--- src/rtl/clk_monitor.sv ---
// Activity and frequency monitor for a slow clock sampled in the clk_in domain.
// Measures each half-period, checks it against a tolerance window, and tracks lock and timeout.
module clk_monitor #(
   parameter int EXP_HALF   = 27,
   parameter int TOL        = 2,
   parameter int LOCK_COUNT = 4,
   parameter int TIMEOUT    = 108,
   parameter int CNT_W      = 8
) (
   input  logic             clk_in,
   input  logic             reset,
   input  logic             mon_clk,
   output logic             rise_pulse,
   output logic             fall_pulse,
   output logic [CNT_W-1:0] half_period,
   output logic             period_valid,
   output logic             in_range,
   output logic             locked,
   output logic             timeout
);

   localparam int GW = $clog2(LOCK_COUNT + 1);
   localparam logic [CNT_W-1:0] RANGE_LO = CNT_W'(EXP_HALF - TOL);
   localparam logic [CNT_W-1:0] RANGE_HI = CNT_W'(EXP_HALF + TOL);
   localparam logic [CNT_W-1:0] CNT_SAT  = CNT_W'(TIMEOUT);
   localparam logic [GW-1:0]    GOOD_MAX = GW'(LOCK_COUNT);

   typedef enum logic [1:0] {IDLE, MEAS, LOCK} state_t;

   state_t           state, state_nxt;
   logic             s1, s2, s3;
   logic [CNT_W-1:0] cnt;
   logic [GW-1:0]    good, good_nxt;
   logic             timeout_nxt;
   logic             rise_det, fall_det, edge_det, cnt_sat, meas, meas_ok;

   assign rise_det = s2 & ~s3;
   assign fall_det = ~s2 & s3;
   assign edge_det = rise_det | fall_det;
   assign cnt_sat  = (cnt == CNT_SAT);
   assign meas     = edge_det && (state != IDLE);
   assign meas_ok  = (cnt >= RANGE_LO) && (cnt <= RANGE_HI);

   always_ff @(posedge clk_in) begin
      if (reset) begin
         state   <= IDLE;
         good    <= '0;
         timeout <= 1'b0;
         locked  <= 1'b0;
      end else begin
         state   <= state_nxt;
         good    <= good_nxt;
         timeout <= timeout_nxt;
         locked  <= (state_nxt == LOCK);
      end
   end

   // An edge always takes priority over the saturation-driven drop to IDLE.
   always_comb begin
      state_nxt   = state;
      good_nxt    = good;
      timeout_nxt = timeout;
      if (edge_det) begin
         timeout_nxt = 1'b0;
         case (state)
            IDLE: begin
               state_nxt = MEAS;
               good_nxt  = '0;
            end
            MEAS: begin
               if (meas_ok) begin
                  good_nxt = (good == GOOD_MAX) ? good : good + 1'b1;
                  if (good_nxt == GOOD_MAX) state_nxt = LOCK;
               end else begin
                  good_nxt = '0;
               end
            end
            LOCK: begin
               if (!meas_ok) begin
                  state_nxt = MEAS;
                  good_nxt  = '0;
               end
            end
            default: begin
               state_nxt = IDLE;
               good_nxt  = '0;
            end
         endcase
      end else if (cnt_sat) begin
         state_nxt   = IDLE;
         good_nxt    = '0;
         timeout_nxt = 1'b1;
      end
   end

   always_ff @(posedge clk_in) begin
      if (reset) begin
         s1           <= 1'b0;
         s2           <= 1'b0;
         s3           <= 1'b0;
         cnt          <= '0;
         rise_pulse   <= 1'b0;
         fall_pulse   <= 1'b0;
         half_period  <= '0;
         period_valid <= 1'b0;
         in_range     <= 1'b0;
      end else begin
         s1           <= mon_clk;
         s2           <= s1;
         s3           <= s2;
         rise_pulse   <= rise_det;
         fall_pulse   <= fall_det;
         period_valid <= meas;
         if (edge_det)     cnt <= CNT_W'(1);
         else if (!cnt_sat) cnt <= cnt + 1'b1;
         if (meas) begin
            half_period <= cnt;
            in_range    <= meas_ok;
         end
      end
   end

endmodule

--- config.mk ---
export PLATFORM = sky130hd
export DESIGN_NAME = clk_monitor
export DESIGN_NICKNAME = d
export VERILOG_FILES = /design/src/rtl/clk_monitor.sv
export SDC_FILE = /design/constraint.sdc
export NUM_CORES = 1
export LEC_CHECK = 0
export ABC_AREA = 1
export CORE_MARGIN = 4
export CORE_UTILIZATION = 37
export CTS_CLUSTER_SIZE = 10
export DETAILED_ROUTE_END_ITERATION = 8
export PLACE_DENSITY = 0.68
export SLEW_MARGIN = 30
export SYNTH_ARGS = -nofsm -noshare
export SYNTH_HDL_FRONTEND = slang
export SYNTH_SLANG_ARGS = --single-unit
--- constraint.sdc ---
create_clock -name clk_in -period 3.3 [get_ports clk_in]
set_input_delay 0.66 -clock clk_in [delete_from_list [all_inputs] [get_ports clk_in]]
set_output_delay 0.66 -clock clk_in [all_outputs]
set_load 0.1 [all_outputs]
# Word level (Yosys, flattened, before mapping)
# Cells that the tools add are included.
classes:
  addsub: 2
  order_cmp: 2
  eq_ne: 8
  mux: 14
  bitwise_logic: 5
  reduce_logical: 7
ops:
  columns: ["op", "count"]
  rows:
  - ["$mux W3", 5]
  - ["$mux W2", 5]
  - ["$add A8 B1 Y8 const B", 1]
  - ["$eq A8 B7 Y1 const B", 1]
  - ["$ge A8 B5 Y1 const B", 1]
  - ["$le A8 B5 Y1 const B", 1]
  - ["$eq A3 B3 Y1 const B", 2]
  - ["$pmux W2 S3", 1]
  - ["$pmux W3 S2", 1]
  - ["$eq A2 B2 Y1 const B", 2]
  - ["$reduce_bool A2 Y1", 2]
  - ["$add A3 B1 Y3 const B", 1]
  - ["$ne A3 B3 Y1 const B", 1]
  - ["$and A1 B1 Y1", 2]
  - ["$eq A2 B1 Y1 const B", 1]
  - ["$logic_and A1 B1 Y1", 2]
  - ["$logic_not A2 Y1", 1]
  - ["$mux W1", 2]
  - ["$ne A2 B2 Y1 const B", 1]
  - ["$not A1 Y1", 2]
  - ["$reduce_and A2 Y1", 1]
  - ["$reduce_or A2 Y1", 1]
  - ["$or A1 B1 Y1", 1]
word_totals:
  regBits: 30
  input_bits: 3
  out_inout_bits: 14
  wordCells: 52

# Logic depth before layout (Yosys ltp)
logic_depth:
  word_depth: 8
  depth_mapped: 11
  depth_no_buf: 11

# Worst setup path before layout
# OpenSTA, ideal clock, no wires.
synth_path:
  path_type: "reg-to-output"
  startpoint: "register timeout"
  endpoint: "output port timeout"
  arrival_time_ns: 0.925
  required_time_ns: 2.640
  slack_ns: 1.715
  stages_incl_launch_ff: 1
  path_buffers: 0
  cell_sequence: "dfxtp_1"
synth_lines:
  columns: ["item", "line_no", "rtl"]
  rows:
  - ["start, declared", "19", "output logic timeout"]
  - ["start signal, assigned", "53", "timeout <= timeout_nxt;"]
# No word-level cell between the ends.

# Worst setup path in the final report
layout_path:
  startpoint: "input port reset"
  endpoint: "register cnt[1]"
layout_via:
  elab_chain_cells: 1
layout_rtl:
  columns: ["item", "line_no", "rtl"]
  rows:
  - ["start, declared", "11", "input logic reset,"]
  - ["$reduce_or A2 Y1 (no line)", null, null]
  - ["end signal, assigned", "115", "else if (!cnt_sat) cnt <= cnt + 1'b1;"]
  - ["end, declared", "32", "logic [CNT_W-1:0] cnt;"]
# Every way passes these cells.
# A chain may end at the register's enable or synchronous reset.

==> impl_metrics.py <==
metrics = {
    "drt": {
        "via_count": 1142,
        "vias_per_cell": 4.55,
        "dr.pass1.iters": 4,
        "drt-total-wl_mm": 2.54,
        "postRouteAntennaNets": 0,
        "drc_errors": 0,
        "wl_per_cell_um": 10.1,
        "drtIter0Drc": 51,
    },
    "clock_tree": {
        "cts.path.max_buffers": 2,
        "path_clk_slew_ns": 0.06,
        "cts_tree": "yes",
        "cts_setup_buffers": 0,
        "cts-root-buf": "clkbuf_8",
        "cts_max_level": 2,
        "cts_resized": 0,
        "clock-sinks": 30,
        "clkLatencyLatePin_ns": 0.28,
        "cts_hold_buf": 0,
        "cts-buffers-inserted": 5,
    },
    "floorplan": {
        "ios": 17,
        "die_h_um": 68.6,
        "start_util_pct": 39.4,
        "rows": 21,
        "die_w_um": 68.6,
        "die_area_mm2": 0.00470,
        "core_area_mm2": 0.00344,
    },
    "place": {
        "place_congestion": 0.862,
        "place_area_mm2": 0.00152,
        "placed_cells": 243,
        "place.port_buffers": 16,
        "dp_hpwl_mm": 1.94,
        "preCtsSetupSlack_ns": 1.13,
    },
    "timing": {
        "setup_violations": 0,
        "fin_setup_tns_ns": 0,
        "relSlewSlack_pct": 68.1,
        "tightest_slew_ns": 0.478,
        "fin_crit_sh_pct": 56.2,
        "fmax_ghz": 0.539,
        "drv_slew": 0,
        "setup_ws_ns": 1.44,
        "fin_skew_ns": 0.00518,
        "rsz0062_at_grt": "no",
        "final_hold_viol_count": 0,
        "fin_crit_ns": 1.86,
        "hold_slack_ns": 0.408,
    },
    "synthesis": {
        "ys_ff_latch": 30,
        "ys_seq_area_share_pct": 44.2,
        "netlist_area_mm2": 0.00136,
        "netlist_top_cells_area": "dfxtp_1 (44%), nand2_1 (9.1%), nor2_1 (8.6%), ha_1 (7.4%), inv_1 (7.2%)",
        "ys_types": 20,
        "synth_top_area_cell": "dfxtp_1",
        "yosys_warnings": 0,
        "yosysTopAreaCellShare_pct": 44.2,
        "syn_avg_cell_area_um2": 7.38,
        "synthesis.nets": 195,
        "netlist_instances": 184,
    },
    "grt": {
        "grt_use_total_pct": 13.1,
        "grt_pass1_vias": 1018,
        "grt_remaining_overflow": 0,
        "antenna_found_initial": 0,
        "grt_max_degree": 17,
        "grt_first_pass_wirelength_mm": 4.45,
    },
    "pwr": {
        "power_leakage_nw": 0.730,
        "p_total_mw": 0.766,
        "vdd_drop_max_v": 0.000246,
        "p_per_area_mw_per_mm2": 476,
    },
    "worst_setup_path": {
        "path_class": "in2reg",
        "crit_path_start_kind": "input pin",
        "worstPathRequired_ns": 3.50,
        "path_cells": "clkdlybuf4s50_1, inv_1, nand2_1, a211oi_1",
        "slowest_stage": "clkdlybuf4s50_1",
        "crit_path_end_kind": "flop",
        "worstPathArrival_ns": 2.05,
        "crit_path_max_fanout": 14,
        "max_stage_delay_ns": 0.56,
    },
    "cells_and_area": {
        "layoutNonFillerInstCount": 251,
        "drive_above_1_share_pct": 12.2,
        "design_area_mm2": 0.00161,
        "diodes": 0,
        "areaGrowthSynthToFinish_pct": 18.6,
        "utilization_pct": 46.8,
        "finish.net_count": 215,
        "fillerInstances": 372,
    },
    "job": {
        "cap_violations": 0,
    },
    "hold_path": {
        "hold_path.class": "reg2reg",
    },
    "run_status": {
        "status": "completed",
    },
}
==> layout make-up <==
cell class / instances / area, um2 / share of cell area (%)
clock inverter: 1 / 5.00 / 0.311
sequential: 30 / 601 / 37.3
timing repair buffer: 16 / 125 / 7.77
clock buffer: 7 / 86.3 / 5.36
inverter: 26 / 97.6 / 6.06
tap: 46 / 57.6 / 3.57
multi-input combinational: 125 / 638 / 39.6
==> worst max-delay path: cells and delay by family <==
kind	cells	cell delay [ns]
AO/OA/AOI/OAI	1	0.25
buffers and inverters	2	0.90
AND/OR/NAND/NOR	1	0.24
==> registers in the layout (all words and copies together) (netlist names) <==
signal / count
state: 2
good: 3
timeout: 1
locked: 1
rise_pulse: 1
cnt: 8
period_valid: 1
in_range: 1
fall_pulse: 1
s3: 1
half_period: 8
s2: 1
s1: 1
==> metal layers <==
layer	wire length [um]	up-vias	part of all wire (%)	track usage [%]
met5	0	-	0	0
met3	128	6	5.0	4.86
met4	60	0	2.4	7.44
li1	-	621	-	-
met2	1060	18	42	18.8
met1	1290	497	51	16.6
==> power by group <==
part	leakage [nW]	internal (mW)	switching [mW]	total, mW
logic	0.438	0.0257	0.0604	0.0861
clock network	0.0482	0.168	0.130	0.298
registers	0.244	0.374	0.00896	0.382
==> synthesized netlist by cell type, drive strengths merged <==
cell and number:
a211oi 1, ha 8, o31ai 1, dfxtp 30, o21ai 9, nand3b 1
buf 3, nor3 1, a21oi 18, xnor2 2, nand3 14, nor2 33
nand2 34, inv 26, nand4 3
==> path summary, 6_finish.rpt <==
kind	from	endpoint	slack [ns]	depth (start not counted)
worst min-delay path	s1$_SDFF_PP0_	s2$_SDFF_PP0_	0.41	2
worst max-delay path	reset	cnt[1]$_SDFFE_PP0N_	1.44	4
worst max register to register	s2$_SDFF_PP0_	locked$_SDFF_PP0_	1.52	7
worst min register to register	s1$_SDFF_PP0_	s2$_SDFF_PP0_	0.41	2
==> cells by family (layout without fill, tap and decap cells) <==
kind of cell             count (synthesis)  after routing  synth area share, %
AO/OA/AOI/OAI                           29             29                 11.1
XOR/XNOR                                 2              2                 1.29
flip-flops                              30             30                 44.2
AND/OR/NAND/NOR                         86             86                 27.3
buffers and inverters                   29             50                 8.76
adder cells (fa/ha/maj)                  8              8                 7.37
==> layout by cell type, fill, tap and decap left out, types with 2 or more instances in the layout <==
cell	n
clkdlybuf4s50_1	2
dfxtp_1	30
nand4_1	3
nor2_1	31
inv_1	26
o21ai_0	9
xnor2_1	2
nand3_1	13
buf_4	14
nand2_1	33
a21oi_1	18
ha_1	8
clkbuf_8	6
(Power assumes the default switching activity.)
